<file path="config.mk">
export PLATFORM = sky130hd
export DESIGN_NAME = mem_access
export DESIGN_NICKNAME = d
export VERILOG_FILES = /design/src/rtl/mem_access.sv
export SDC_FILE = /design/constraint.sdc
export NUM_CORES = 1
export LEC_CHECK = 0
export BUFFER_PORTS_ARGS = -buffer_cell sky130_fd_sc_hd__buf_2
export CAP_MARGIN = 20
export CORE_AREA = 2 2 140 142
export DETAILED_ROUTE_END_ITERATION = 6
export DIE_AREA = 0 0 142 144
export GPL_TIMING_DRIVEN = 0
export PLACE_DENSITY = 0.69
export SLEW_MARGIN = 20
export SYNTH_ARGS = -nofsm -noshare
export SYNTH_HDL_FRONTEND = slang
export SYNTH_SLANG_ARGS = --single-unit
export TNS_END_PERCENT = 20
</file>
<file path="constraint.sdc">
create_clock -name clk -period 4.95 [get_ports clk]
set_input_delay 0.2475 -clock clk [delete_from_list [all_inputs] [get_ports clk]]
set_output_delay 0.2475 -clock clk [all_outputs]
set_load 0.02 [all_outputs]
</file>
<file path="src/rtl/mem_access.sv">
// mem_access: MEM stage of the 5-stage MIPS pipeline.
// Runs loads/stores as req/ack data-bus transactions with big-endian byte lanes.
module mem_access #(
    parameter int unsigned ACK_TIMEOUT = 255,
    parameter int unsigned TO_W        = 8
) (
    input  logic        clk,
    input  logic        rst_n,
    input  logic [3:0]  mem_op,
    input  logic [31:0] result,
    input  logic [31:0] store_data,
    input  logic        en_wb,
    input  logic [4:0]  desReg_addr,
    input  logic [31:0] mem_hi_i,
    input  logic [31:0] mem_lo_i,
    input  logic        mem_en_hilo_i,
    input  logic [5:0]  stop,
    input  logic [31:0] dbus_rdata,
    input  logic        dbus_ack,
    output logic        dbus_req,
    output logic        dbus_we,
    output logic [31:0] dbus_addr,
    output logic [3:0]  dbus_be,
    output logic [31:0] dbus_wdata,
    output logic        stallreq_mem,
    output logic [31:0] result_o,
    output logic        en_wb_o,
    output logic [4:0]  desReg_addr_o,
    output logic [31:0] hi_o,
    output logic [31:0] lo_o,
    output logic        en_hilo_o,
    output logic        misalign_o,
    output logic        bus_err_o
);

    typedef enum logic [1:0] {S_IDLE, S_BUSY, S_DONE} state_t;

    localparam logic [TO_W-1:0] TO_LAST = TO_W'(ACK_TIMEOUT - 1);

    state_t          state_q, state_d;
    logic [TO_W-1:0] cnt_q, cnt_d;
    logic [31:0]     rdata_q, rdata_d;
    logic            err_q, err_d;
    logic            req_q, req_d;
    logic            we_q, we_d;
    logic [31:0]     addr_q, addr_d;
    logic [3:0]      be_q, be_d;
    logic [31:0]     wdata_q, wdata_d;

    logic        is_load, is_store, sz_byte, sz_half, sz_word, ld_sext;
    logic        misalign, access;
    logic [3:0]  st_be;
    logic [31:0] st_wdata;
    logic [7:0]  ld_byte;
    logic [15:0] ld_half;
    logic [31:0] ld_ext;
    logic        unused_stop;

    assign unused_stop = ^{stop[5:4], stop[2:0]};

    always_comb begin
        is_load  = 1'b0;
        is_store = 1'b0;
        sz_byte  = 1'b0;
        sz_half  = 1'b0;
        sz_word  = 1'b0;
        ld_sext  = 1'b0;
        case (mem_op)
            4'd1: begin is_load  = 1'b1; sz_byte = 1'b1; ld_sext = 1'b1; end
            4'd2: begin is_load  = 1'b1; sz_byte = 1'b1; end
            4'd3: begin is_load  = 1'b1; sz_half = 1'b1; ld_sext = 1'b1; end
            4'd4: begin is_load  = 1'b1; sz_half = 1'b1; end
            4'd5: begin is_load  = 1'b1; sz_word = 1'b1; end
            4'd6: begin is_store = 1'b1; sz_byte = 1'b1; end
            4'd7: begin is_store = 1'b1; sz_half = 1'b1; end
            4'd8: begin is_store = 1'b1; sz_word = 1'b1; end
            default: ;
        endcase
    end

    assign misalign   = (sz_half & result[0]) | (sz_word & (result[1:0] != 2'b00));
    assign access     = (is_load | is_store) & ~misalign;
    assign misalign_o = misalign;

    // Big-endian: byte offset 0 lives on lane 3 (bits 31:24).
    always_comb begin
        st_be    = 4'b1111;
        st_wdata = store_data;
        if (sz_byte) begin
            st_be    = 4'b1000 >> result[1:0];
            st_wdata = {4{store_data[7:0]}};
        end else if (sz_half) begin
            st_be    = result[1] ? 4'b0011 : 4'b1100;
            st_wdata = {2{store_data[15:0]}};
        end
    end

    always_comb begin
        case (result[1:0])
            2'd0:    ld_byte = rdata_q[31:24];
            2'd1:    ld_byte = rdata_q[23:16];
            2'd2:    ld_byte = rdata_q[15:8];
            default: ld_byte = rdata_q[7:0];
        endcase
        ld_half = result[1] ? rdata_q[15:0] : rdata_q[31:16];
        if (sz_byte)
            ld_ext = {{24{ld_sext & ld_byte[7]}}, ld_byte};
        else if (sz_half)
            ld_ext = {{16{ld_sext & ld_half[15]}}, ld_half};
        else
            ld_ext = rdata_q;
    end

    always_comb begin
        state_d = state_q;
        cnt_d   = cnt_q;
        rdata_d = rdata_q;
        err_d   = err_q;
        req_d   = req_q;
        we_d    = we_q;
        addr_d  = addr_q;
        be_d    = be_q;
        wdata_d = wdata_q;

        stallreq_mem  = 1'b0;
        result_o      = result;
        en_wb_o       = en_wb & ~misalign;
        en_hilo_o     = mem_en_hilo_i;
        bus_err_o     = 1'b0;
        desReg_addr_o = desReg_addr;
        hi_o          = mem_hi_i;
        lo_o          = mem_lo_i;

        case (state_q)
            S_IDLE: begin
                if (access) begin
                    stallreq_mem = 1'b1;
                    en_wb_o      = 1'b0;
                    en_hilo_o    = 1'b0;
                    state_d      = S_BUSY;
                    cnt_d        = '0;
                    req_d        = 1'b1;
                    we_d         = is_store;
                    addr_d       = {result[31:2], 2'b00};
                    be_d         = is_store ? st_be : 4'b1111;
                    wdata_d      = is_store ? st_wdata : '0;
                end
            end
            S_BUSY: begin
                stallreq_mem = 1'b1;
                en_wb_o      = 1'b0;
                en_hilo_o    = 1'b0;
                if (dbus_ack) begin
                    rdata_d = dbus_rdata;
                    req_d   = 1'b0;
                    state_d = S_DONE;
                end else if (cnt_q == TO_LAST) begin
                    err_d   = 1'b1;
                    req_d   = 1'b0;
                    state_d = S_DONE;
                end else begin
                    cnt_d = cnt_q + TO_W'(1);
                end
            end
            S_DONE: begin
                bus_err_o = err_q;
                if (is_load) begin
                    result_o = ld_ext;
                    en_wb_o  = en_wb & ~err_q;
                end
                // Held here while ctrl stalls ex_mem so the access is not re-issued.
                if (!stop[3]) begin
                    state_d = S_IDLE;
                    err_d   = 1'b0;
                end
            end
            default: state_d = S_IDLE;
        endcase
    end

    always_ff @(posedge clk or negedge rst_n) begin
        if (!rst_n) begin
            state_q <= S_IDLE;
            cnt_q   <= '0;
            rdata_q <= '0;
            err_q   <= 1'b0;
            req_q   <= 1'b0;
            we_q    <= 1'b0;
            addr_q  <= '0;
            be_q    <= '0;
            wdata_q <= '0;
        end else begin
            state_q <= state_d;
            cnt_q   <= cnt_d;
            rdata_q <= rdata_d;
            err_q   <= err_d;
            req_q   <= req_d;
            we_q    <= we_d;
            addr_q  <= addr_d;
            be_q    <= be_d;
            wdata_q <= wdata_d;
        end
    end

    assign dbus_req   = req_q;
    assign dbus_we    = we_q;
    assign dbus_addr  = addr_q;
    assign dbus_be    = be_q;
    assign dbus_wdata = wdata_q;

endmodule

</file>
# Word level (Yosys, flattened, before mapping)

Index checks and enable logic that the tools add are counted.

Flip-flop bits (word level): 111
Bits in latches: 0
RAM bits: 0
Bits in read-only memories: 0
Bits of input ports: 180
Output and inout port bits: 176
Word-level logic and storage cells: 102
Memories kept: 0

Add/sub/neg operators: 1
$mul: 0
Divide/modulo/power cells: 0
Magnitude comparators: 0
Eq/ne operators: 19
Shifts and indexed selects: 1
Mux-type cells: 44
Bitwise logic cells: 11
Reduce and logical (&&, ||, !) cells: 17

Operators with widths:

| operator            | number |
|---|---|
| $mux 32             | 7 |
| $mux 8              | 3 |
| $pmux 8 s3          | 1 |
| $mux 1              | 17 |
| $eq 4x3->1 const B  | 4 |
| $mux 16             | 1 |
| $mux 4              | 4 |
| $pmux 8 s2          | 1 |
| $ne 2x2->1 const B  | 5 |
| $reduce_or 3->1     | 3 |
| $add 8x1->8 const B | 1 |
| $eq 4x2->1 const B  | 2 |
| $eq 8x8->1 const B  | 1 |
| $mux 2              | 4 |
| $pmux 1 s2          | 4 |
| $reduce_and 4->1    | 2 |
| $and 1x1->1         | 7 |
| $pmux 2 s3          | 1 |
| $reduce_and 3->1    | 2 |
| $reduce_bool 2->1   | 3 |
| $reduce_or 5->1     | 1 |
| $eq 2x1->1 const B  | 2 |
| $eq 2x2->1 const B  | 2 |
| $eq 4x1->1 const B  | 1 |
| 9 further kinds     | 14 |

# Longest topological paths before layout

Gate-level depths: netlist of run 1.

Depth in word-level cells: 9
Depth in mapped cells: 7
Mapped depth without buffers: 6

# Worst setup path before layout of run 1

Ideal clock, no wire load.

Path kind: reg-to-output
Start: register state_q[0]
End: output port result_o[13]
Data arrival time: 2.021 ns
Slack: 2.681 ns
Stages on the path, launching flop included: 7
Buffers on the path: 2
Path through: dfrtp_1 > clkbuf_1 > nand2b_1 > a2111oi_2 > clkbuf_1 > nor2_1 > a31oi_1

Longest elaborated chain between the ends: 2

Ends and longest elaborated chain:

| what                   | line | source |
|---|---|---|
| start, declared        | 40   | `state_t state_q, state_d;` |
| start signal, assigned | 193  | `state_q <= state_d;` |
| $eq 2x2->1             | 134  | `case (state_q)` |
| $mux 32                | 134  |  |
| end, declared          | 26   | `output logic [31:0] result_o,` |

Every way passes these cells.

# Worst setup path after layout of run 1

Start: register state_q[0]
End: output port result_o[25]

The elaborated chain is that of the path after synthesis.

==> results of run 1 <==
## what timing repair did
item	CTS	global route
setup buffers	0	0
hold buffers	1	0
endpoints found under the hold margin	53	0
## synthesized netlist by cell type (3+ instances only)
cell       number
o211ai_1        7
o32ai_1         9
mux2i_1        26
nand4_1         3
or4_1           3
nand2b_1        4
dfrtp_1       111
buf_4          74
o22ai_1         8
o2bb2ai_1      24
nand2_1        39
nand3_1        16
a21oi_1        19
o21ai_0        12
clkbuf_1       12
o32a_1          3
o31ai_1         3
a21o_1          3
a31oi_1         7
nor2_1         43
mux4_2          8
buf_2          17
mux2_2         63
inv_1          27
and2_1          4
buf_1           7
## state kept, by name (all words and copies together), names as in the netlist
name,cells
dbus_wdata,32
rdata_q,32
dbus_addr,30
cnt_q,8
dbus_be,4
state_q,2
dbus_req,1
dbus_we,1
err_q,1
## critical path, cell delays in order (launching register included)
cell	delay, ps
dfrtp_1	360
clkbuf_1	210
nand2b_1	320
a2111o_1	380
buf_2	210
a311oi_2	580
buf_2	350
a21oi_1	90
buf_2	170
## layer usage
layer / part of all wire / vias up / global-route usage
li1: - / 2645 / -
met1: 0.43 / 2699 / 0.249
met2: 0.50 / 230 / 0.323
met3: 0.054 / 27 / 0.0318
met4: 0.020 / 2 / 0.0711
met5: 0.00062 / - / 0
## kinds of logic after synthesis
family	synth area share
AND/OR/NAND/NOR	0.0964
multiplexers	0.187
buffers and inverters	0.129
AO/OA/AOI/OAI	0.140
XOR/XNOR	0.00139
adder cells (fa/ha/maj)	0.00398
flip-flops	0.442
other	0.000597
## layout make-up
| class | count | area, um2 |
|---|---|---|
| diodes | 5 | 12.5 |
| plain buffers | 110 | 712 |
| clock buffers | 11 | 243 |
| clock inverters | 4 | 30.0 |
| fillers | 1856 | 10800 |
| inverters | 27 | 101 |
| multi-input cells | 347 | 2720 |
| flip-flops and latches | 111 | 2780 |
| well taps | 238 | 298 |
| repair buffers | 279 | 1430 |
## power breakdown
| group | total [uW] | leakage, uW | switching (uW) | internal [uW] |
|---|---|---|---|---|
| sequential | 1540 | 0.00138 | 268 | 1270 |
| clock | 712 | 0.000132 | 356 | 357 |
| combinational | 1730 | 0.00268 | 972 | 762 |
## through the flow
stage / power (uW) / hold WS [ps]
finish: 3990 / 118
global route: 4220 / 110
CTS: 4030 / 107
detailed placement: 3300 / 252
global placement: 3260 / 462
floorplan: 2660 / -48.1
## final timing paths
path	from	endpoint	slack, ps	cells past startpoint
setup / recovery	state_q[0]$_DFFE_PN0P_	result_o[25]	1670	8
hold / removal	dbus_rdata[11]	rdata_q[11]$_DFFE_PN0P_	120	2
setup reg to reg	state_q[0]$_DFFE_PN0P_	rdata_q[16]$_DFFE_PN0P_	2770	5
hold reg to reg	dbus_req$_DFFE_PN0P_	dbus_req$_DFFE_PN0P_	480	1
max in group asynchronous	rst_n	dbus_be[3]$_DFFE_PN0P_	3810	3
min in group asynchronous	rst_n	dbus_addr[27]$_DFFE_PN0P_	450	2
==> reports/qor.yml, run 1 <==
gr-total-overflow: 0
grt_pass1_wl_um: 29800
route.detailed.drc: 0
path_clk_slew_ps: 80
ios: 356
syn_inst: 594
endpoint_kind: "output port"
ys_seq_elements: 111
setup_ws_ps: 1670
rsz0062_at_grt: "false"
timing.fmax_ghz: 0.305
final_common_cell: "buf_2"
p_per_area_mw_per_mm2: 479
final_cell_mix: "buf_2 (293), dfrtp_1 (111), buf_4 (74), mux2_2 (63), nor2_1 (43)"
ys_seq_area_frac: 0.442
cp_max_fo: 10
drive_gt1_frac: 0.523
setup_tns_ps: 0
first_pass_iters: 4
worstSetupPathType: "flop to output port"
cts_buffers: 9
cts_root_buffer: "clkbuf_16"
antenna_left: 0
cts_resized: 0
syn_to_final_growth_pct: 32.4
grt_start_max_net_pins: 59
tightest_slew_ps: 810
synth_flop_cell: "dfrtp_1"
yosys.area.top_type_share: 0.442
antenna_found_initial: 5
placed_cells: 1111
setup_viol: 0
synth_edf_count: 0
grt_pass1_vias: 5114
wl_per_cell_um: 18.4
relSlewSlack: 0.454
cap_viol_max_count: 0
num_rows: 51
core_region_area_mm2: 0.0191
syn_avg_cell_area_um2: 10.6
die_height_um: 144
ys.warnings.count: 0
htreeDepth: 3
initial_core_util: 0.329
dpl_worst_slack_ps: 2010
via_per_inst: 4.95
drv_slew: 0
outcome: "finished, final reports clean"
hp-class: "primary input to flop"
numPortBuffers: 277
clkLatencyLatePin_ps: 360
post-route-util: 0.436
worstPathArrival_ps: 3030
vias: 5603
final_cells: 1132
postSynth.asyncResetShare: 1.00
fin_skew_ps: 8.47
cts_buffer_depth: 2
drt-total-wl_um: 20800
syn_area_mm2: 0.00628
synth_area_leaders: "dfrtp_1 (44%), mux2_2 (11%), buf_4 (8.8%)"
nNetsFinal: 1067
critPathLaunchType: "flop"
required_ps: 4700
die_w_um: 142
period_share: 0.662
post-route-min-period_ps: 3280
cellLeakagePower_uw: 0.00419
numClockSinks: 111
irDropWorstVdd_mv: 0.238
dpl.hpwl_um: 16400
cts_tree: "done"
final_cell_area_mm2: 0.00832
die_area_mm2: 0.0204
hold_viol_final: 0
gp_congestion: 0.862
synth_top_cell_by_area: "dfrtp_1"
dr.first_iter.drc_count: 253
synth_cell_types: 59
placed_area_mm2: 0.00803
grt_use_total: 0.192
No activity file was read; power rests on OpenSTA's default activity.
==> run 2: changes to the inputs <==
--- a/config.mk
+++ b/config.mk
@@ -7,11 +7,11 @@
 export LEC_CHECK = 0
 export BUFFER_PORTS_ARGS = -buffer_cell sky130_fd_sc_hd__buf_2
 export CAP_MARGIN = 20
-export CORE_AREA = 2 2 140 142
+export CORE_AREA = 2 2 137 139
 export DETAILED_ROUTE_END_ITERATION = 6
-export DIE_AREA = 0 0 142 144
+export DIE_AREA = 0 0 139 141
 export GPL_TIMING_DRIVEN = 0
-export PLACE_DENSITY = 0.69
+export PLACE_DENSITY = 0.72
 export SLEW_MARGIN = 20
 export SYNTH_ARGS = -nofsm -noshare
 export SYNTH_HDL_FRONTEND = slang
==> constraint.sdc (replaced) <==
create_clock -name clk -period 3.4 [get_ports clk]
set_input_delay 0.17 -clock clk [delete_from_list [all_inputs] [get_ports clk]]
set_output_delay 0.17 -clock clk [all_outputs]
set_load 0.02 [all_outputs]
==> run 2 against run 1 <==
- first-iteration DRC count shrank 9.5%
- critical path depth is the same
- global-route usage rose by 0.92 points
- register-to-register slack worse by 1500 ps
- sequential cell count unchanged
- utilization up 2.2 points
- via count grew 1.5%
- design area grew 0.51%
- sequential power is 46% higher
- critical path type unchanged
- highest routed layer unchanged
==> reports/qor.yml, run 2 (synthesis gave the netlist of run 1 again) <==
postCtsSetupBuffers: 0  # unchanged
setup_viol: 0  # unchanged
nNetsFinal: 1067  # unchanged
die_height_um: 141  # was 144 um
cap_viol_max_count: 0  # unchanged
cp_max_fo: 10  # unchanged
placed_cells: 1107  # was 1111
gr-total-overflow: 0  # unchanged
die_area_mm2: 0.0196  # was 0.0204 mm2
min_path_cells: 2  # unchanged
cp_cell_sequence: "clkbuf_1 -> nand2b_1 -> a2111o_1 -> buf_2 -> a311oi_4 -> buf_2 -> a21oi_1 -> buf_2"  # was clkbuf_1 -> nand2b_1 -> a2111o_1 -> buf_2 -> a311oi_2 -> buf_2 -> a21oi_1 -> buf_2
multi_input_area_mm2: 0.00273  # was 0.00272 mm2
critPathTopFamily: "compound AO/OA/AOI/OAI gates"  # unchanged
cellLeakagePower_uw: 0.00421  # was 0.00419 uW
final_cells: 1125  # was 1132
via_per_inst: 5.06  # was 4.95
gp_congestion: 0.876  # was 0.862
p_per_area_mw_per_mm2: 712  # was 479 mW/mm2
grt_use_total: 0.201  # was 0.192
vias: 5689  # was 5603
wl_per_cell_um: 18.4  # about the same
final_cell_area_mm2: 0.00836  # was 0.00832 mm2
die_w_um: 139  # was 142 um
period_share: 0.918
p_total_uw: 5960  # was 3990 uW
final_cell_mix: "buf_2 (293), dfrtp_1 (111), buf_4 (74), mux2_2 (63), nor2_1 (43)"  # unchanged
tightest_slew_ps: 740  # was 810 ps
grt_pass1_vias: 5474  # was 5114
fin_skew_ps: 7.39  # was 8.47 ps
antenna_left: 0  # unchanged
irDropWorstVdd_mv: 0.375  # was 0.238 mV
critPathMaxStageDelay_ps: 530  # was 580 ps
numPortBuffers: 277  # unchanged
post-route-min-period_ps: 3120
ios: 356  # unchanged
worst-path-buf-inv: 4  # unchanged
num_rows: 50  # was 51
hp-class: "primary input to flop"  # unchanged
clkLatencyLatePin_ps: 360  # about the same
outcome: "finished, final reports clean"  # unchanged
grt_start_max_net_pins: 78  # was 59
cts_buffers: 9  # unchanged
reg2reg_setup_slack_ps: 1230  # was 2770 ps
r2r.worst_path.cells: 5  # unchanged
cts_tree: "done"  # unchanged
route.detailed.drc: 0  # unchanged
min_from: "result[24]"  # was dbus_rdata[11]
required_ps: 3230  # was 4700 ps
drt-total-wl_um: 20700  # was 20800 um
timing.fmax_ghz: 0.320
worstPathArrival_ps: 2950  # was 3030 ps
drive_gt1_frac: 0.524  # was 0.523
final_common_cell: "buf_2"  # unchanged
rr_startpoint: "state_q[0]$_DFFE_PN0P_"  # unchanged
min_to: "dbus_addr[24]$_DFFE_PN0P_"  # was rdata_q[11]$_DFFE_PN0P_
htreeDepth: 3  # unchanged
ff_latch_area_mm2: 0.00278  # unchanged
syn_to_final_growth_pct: 33.1  # was 32.4%
crit_slowest_cell: "a311oi_4"  # was a311oi_2
r2r_end: "rdata_q[17]$_DFFE_PN0P_"  # was rdata_q[16]$_DFFE_PN0P_
relSlewSlack: 0.501  # was 0.454
endpoint_kind: "output port"  # unchanged
critPathLaunchType: "flop"  # unchanged
dr.first_iter.drc_count: 229  # was 253
cp_common_cell: "buf_2"  # unchanged
rsz0062_at_grt: "false"  # unchanged
post-route-util: 0.458  # was 0.436
cts_root_buffer: "clkbuf_16"  # unchanged
core_region_area_mm2: 0.0183  # was 0.0191 mm2
cts_buffer_depth: 2  # unchanged
grt_pass1_wl_um: 30800  # was 29800 um
drv_slew: 0  # unchanged
initial_core_util: 0.344  # was 0.329
worstSetupPathType: "flop to output port"  # unchanged
antenna_found_initial: 2  # was 5
setup_tns_ps: 0  # unchanged
placed_area_mm2: 0.00802  # was 0.00803 mm2
dpl.hpwl_um: 16200  # was 16400 um
numClockSinks: 111  # unchanged
path_clk_slew_ps: 80  # about the same
hold_viol_final: 0  # unchanged
first_pass_iters: 5  # was 4
fill_cells: 1789  # was 1856
[run 2: cell count changes in the layout (fill, tap and decap cells not counted)]
cell,delta
diode_2,-4
bufinv_16,+2
clkbuf_8,-1
a311oi_2,-1
a311oi_4,+1
[run 2: metal layers]
metal  wire, um  share of wire  track usage
met5         11        0.00053            0
met4        643          0.031       0.0925
met3       1370          0.067       0.0414
met2       9920           0.48        0.328
met1       8700           0.42        0.258
[run 2: final cells by class]
cell class | instances | area share
clock inverter | 6 | 0.0108
clock buffer | 10 | 0.0274
antenna | 1 | 0.000299
timing repair buffer | 279 | 0.171
inverter | 27 | 0.0121
tap | 234 | 0.0350
buffer | 110 | 0.0851
multi-input combinational | 347 | 0.326
sequential | 111 | 0.332
[run 2: how the worst max path moves through the flow]
stage | start | to | cells after the start
finish | state_q[0]$_DFFE_PN0P_ | result_o[27] | 8
CTS | state_q[0]$_DFFE_PN0P_ | result_o[26] | 8
floorplan | state_q[0]$_DFFE_PN0P_ | result_o[13] | 6
global route | state_q[0]$_DFFE_PN0P_ | result_o[14] | 7
detailed placement | state_q[0]$_DFFE_PN0P_ | result_o[27] | 8
global placement | state_q[0]$_DFFE_PN0P_ | result_o[14] | 7
[run 2: where the power goes]
part	internal (uW)	leakage (uW)	switching [uW]	total, uW
clock	652	0.000153	521	1170
combinational	1110	0.00268	1420	2530
sequential	1850	0.00138	401	2250
total	3620	0.00421	2340	5960
[run 2: stage by stage]
| step | hold slack, ps | setup WS (ps) |
|---|---|---|
| floorplan | -126 | 1210 |
| global placement | 397 | 121 |
| detailed placement | 96.5 | 476 |
| CTS | 30.7 | 86.1 |
| global route | 34.7 | 58.0 |
| finish | 44.5 | 279 |
[run 2: what timing repair did]
| action | CTS | global route |
|---|---|---|
| endpoints found under the setup margin | 0 | 11 |
| gates resized for setup | 0 | 1 |
| hold buffers | 1 | 0 |
| endpoints found under the hold margin | 34 | 0 |
==> run 3: changes to the inputs <==
--- a/config.mk
+++ b/config.mk
@@ -7,11 +7,14 @@
 export LEC_CHECK = 0
 export BUFFER_PORTS_ARGS = -buffer_cell sky130_fd_sc_hd__buf_2
 export CAP_MARGIN = 20
-export CORE_AREA = 2 2 137 139
+export CELL_PAD_IN_SITES_DETAIL_PLACEMENT = 0
+export CELL_PAD_IN_SITES_GLOBAL_PLACEMENT = 1
+export CORE_ASPECT_RATIO = 1.5
+export CORE_MARGIN = 2
+export CORE_UTILIZATION = 32
 export DETAILED_ROUTE_END_ITERATION = 6
-export DIE_AREA = 0 0 139 141
 export GPL_TIMING_DRIVEN = 0
-export PLACE_DENSITY = 0.72
+export PLACE_DENSITY = 0.86
 export SLEW_MARGIN = 20
 export SYNTH_ARGS = -nofsm -noshare
 export SYNTH_HDL_FRONTEND = slang
==> run 3 against run 2 <==
- via count is 1.9% lower
- total power is 3.5% lower
- cell count is 2.1% higher
- critical path type unchanged
- critical endpoint unchanged
- register-to-register slack worse by 30 ps
- design area is 0.40% lower
- worst hold slack worse by 3.3 ps
==> reports/qor.yml, run 3 (synthesis gave the netlist of run 1 again) <==
antenna_found_initial: 4  # was 2
min_from: "dbus_rdata[15]"  # was result[24]
cts_buffers: 9  # unchanged
critPathLaunchType: "flop"  # unchanged
num_rows: 62  # was 50
r2r.worst_path.cells: 5  # unchanged
final_cell_mix: "buf_2 (293), dfrtp_1 (111), buf_4 (74), mux2_2 (63), nor2_1 (43)"  # unchanged
worstSetupPathType: "flop to output port"  # unchanged
outcome: "finished, final reports clean"  # unchanged
gr-total-overflow: 0  # unchanged
timing.fmax_ghz: 0.319  # was 0.320 GHz
numClockSinks: 111  # unchanged
ios: 356  # unchanged
crit_slowest_cell: "a311oi_4"  # unchanged
vias: 5582  # was 5689
rsz0062_at_grt: "false"  # unchanged
post-route-min-period_ps: 3130  # was 3120 ps
irDropWorstVdd_mv: 0.286  # was 0.375 mV
p_per_area_mw_per_mm2: 690  # was 712 mW/mm2
min_path_cells: 2  # unchanged
min_to: "rdata_q[15]$_DFFE_PN0P_"  # was dbus_addr[24]$_DFFE_PN0P_
worst-path-buf-inv: 4  # unchanged
holdWs_ps: 41.2  # was 44.5 ps
p_switching_uw: 2290  # was 2340 uW
power_frac_comb: 0.438  # was 0.425
required_ps: 3230  # about the same
core_region_area_mm2: 0.0192  # was 0.0183 mm2
die_area_mm2: 0.0208  # was 0.0196 mm2
syn_to_final_growth_pct: 32.6  # was 33.1%
period_share: 0.921  # was 0.918
seqPwrFrac: 0.390  # was 0.378
numPortBuffers: 277  # unchanged
placed_area_mm2: 0.00804  # was 0.00802 mm2
cap_viol_max_count: 0  # unchanged
cp_max_fo: 10  # unchanged
cellLeakagePower_uw: 0.00418  # was 0.00421 uW
cts_root_buffer: "clkbuf_16"  # unchanged
dpl.hpwl_um: 16900  # was 16200 um
crit_cells: 8  # unchanged
final_common_cell: "buf_2"  # unchanged
cp_common_cell: "buf_2"  # unchanged
cts_buffer_depth: 2  # unchanged
via_per_inst: 4.86  # was 5.06
clock_power_share: 0.172  # was 0.197
switching_share: 0.399  # was 0.393
dr.first_iter.drc_count: 183  # was 229
initial_core_util: 0.327  # was 0.344
tightest_slew_ps: 924  # was 740 ps
first_pass_iters: 4  # was 5
setup_ws_ps: 268  # was 279 ps
cts_tree: "done"  # unchanged
grt_use_total: 0.199  # was 0.201
critPathMaxStageDelay_ps: 510  # was 530 ps
htreeDepth: 3  # unchanged
grt_pass1_wl_um: 31500  # was 30800 um
setup_tns_ps: 0  # unchanged
grt_pass1_vias: 5510  # was 5474
route.detailed.drc: 0  # unchanged
reg2reg_setup_slack_ps: 1200  # was 1230 ps
path_clk_slew_ps: 80  # about the same
p_int_uw: 3460  # was 3620 uW
hold_viol_final: 0  # unchanged
relSlewSlack: 0.376  # was 0.501
clkLatencyLatePin_ps: 350  # was 360 ps
fin_skew_ps: 7.71  # was 7.39 ps
dpl_worst_slack_ps: 377  # was 476 ps
antenna_left: 0  # unchanged
rr_startpoint: "state_q[0]$_DFFE_PN0P_"  # unchanged
wl_per_cell_um: 18.5  # was 18.4 um
critPathTopFamily: "compound AO/OA/AOI/OAI gates"  # unchanged
r2r_end: "rdata_q[19]$_DFFE_PN0P_"  # was rdata_q[17]$_DFFE_PN0P_
drive_gt1_frac: 0.521  # was 0.524
setup_viol: 0  # unchanged
endpoint_kind: "output port"  # unchanged
drt-total-wl_um: 21200  # was 20700 um
gp_congestion: 0.816  # was 0.876
die_height_um: 176  # was 141 um
hp-class: "primary input to flop"  # unchanged
final_cell_area_mm2: 0.00833  # was 0.00836 mm2
grt_start_max_net_pins: 63  # was 78
nNetsFinal: 1067  # unchanged
worstPathArrival_ps: 2960  # was 2950 ps
drv_slew: 0  # unchanged
cp_cell_sequence: "clkbuf_1 -> nand2b_1 -> a2111o_1 -> buf_2 -> a311oi_4 -> buf_2 -> a21oi_1 -> buf_2"  # unchanged
die_w_um: 118  # was 139 um
## run 3: routing by layer
| metal | GRT usage | part of all wire | wire, um |
|---|---|---|---|
| met1 | 0.226 | 0.38 | 8180 |
| met2 | 0.363 | 0.54 | 11400 |
| met3 | 0.0364 | 0.056 | 1190 |
| met4 | 0.0873 | 0.023 | 480 |
| met5 | 0 | 0.00061 | 13 |
## run 3: area by class of cell
| type | count | area, um2 |
|---|---|---|
| timing repair buffer | 279 | 1430 |
| inverter | 27 | 101 |
| multi-input combinational | 347 | 2720 |
| clock buffer | 12 | 236 |
| buffer | 110 | 713 |
| tap | 256 | 320 |
| clock inverter | 4 | 22.5 |
| sequential | 111 | 2780 |
| fill | 1983 | 10900 |
| antenna | 3 | 7.51 |
## run 3: worst max-delay path by stage
stage	from	to	slack [ps]
after floorplan	state_q[0]$_DFFE_PN0P_	result_o[13]	1210
after global placement	state_q[0]$_DFFE_PN0P_	result_o[14]	100
after detailed placement	state_q[0]$_DFFE_PN0P_	result_o[23]	380
after CTS	state_q[0]$_DFFE_PN0P_	result_o[14]	110
after global routing	state_q[0]$_DFFE_PN0P_	result_o[23]	10
final	state_q[0]$_DFFE_PN0P_	result_o[27]	270
## run 3: timing repair
action,in CTS,in global routing
hold endpoints to repair,49,0
setup buffers,0,0
resized for setup,1,2
pin swaps,0,0
hold buffers,1,0
endpoints found under the setup margin,4,1
## run 3: power by group through the flow
| stage | logic, uW | registers (uW) | clock network (uW) |
|---|---|---|---|
| final | 2520 | 2240 | 989 |
| after CTS | 2540 | 2250 | 1030 |
| after detailed placement | 2530 | 2270 | 0 |
| after global placement | 2490 | 2250 | 0 |
| after global routing | 2700 | 2330 | 1090 |
| after floorplan | 1320 | 2550 | 0 |
## run 3: through the flow
step,instances,power [uW],utilization
CTS,1146,5820,0.433
floorplan,595,3870,-
finish,1149,5750,0.433
global route,1149,6110,0.433
detailed placement,1129,4800,0.418
global placement,1128,4730,0.416
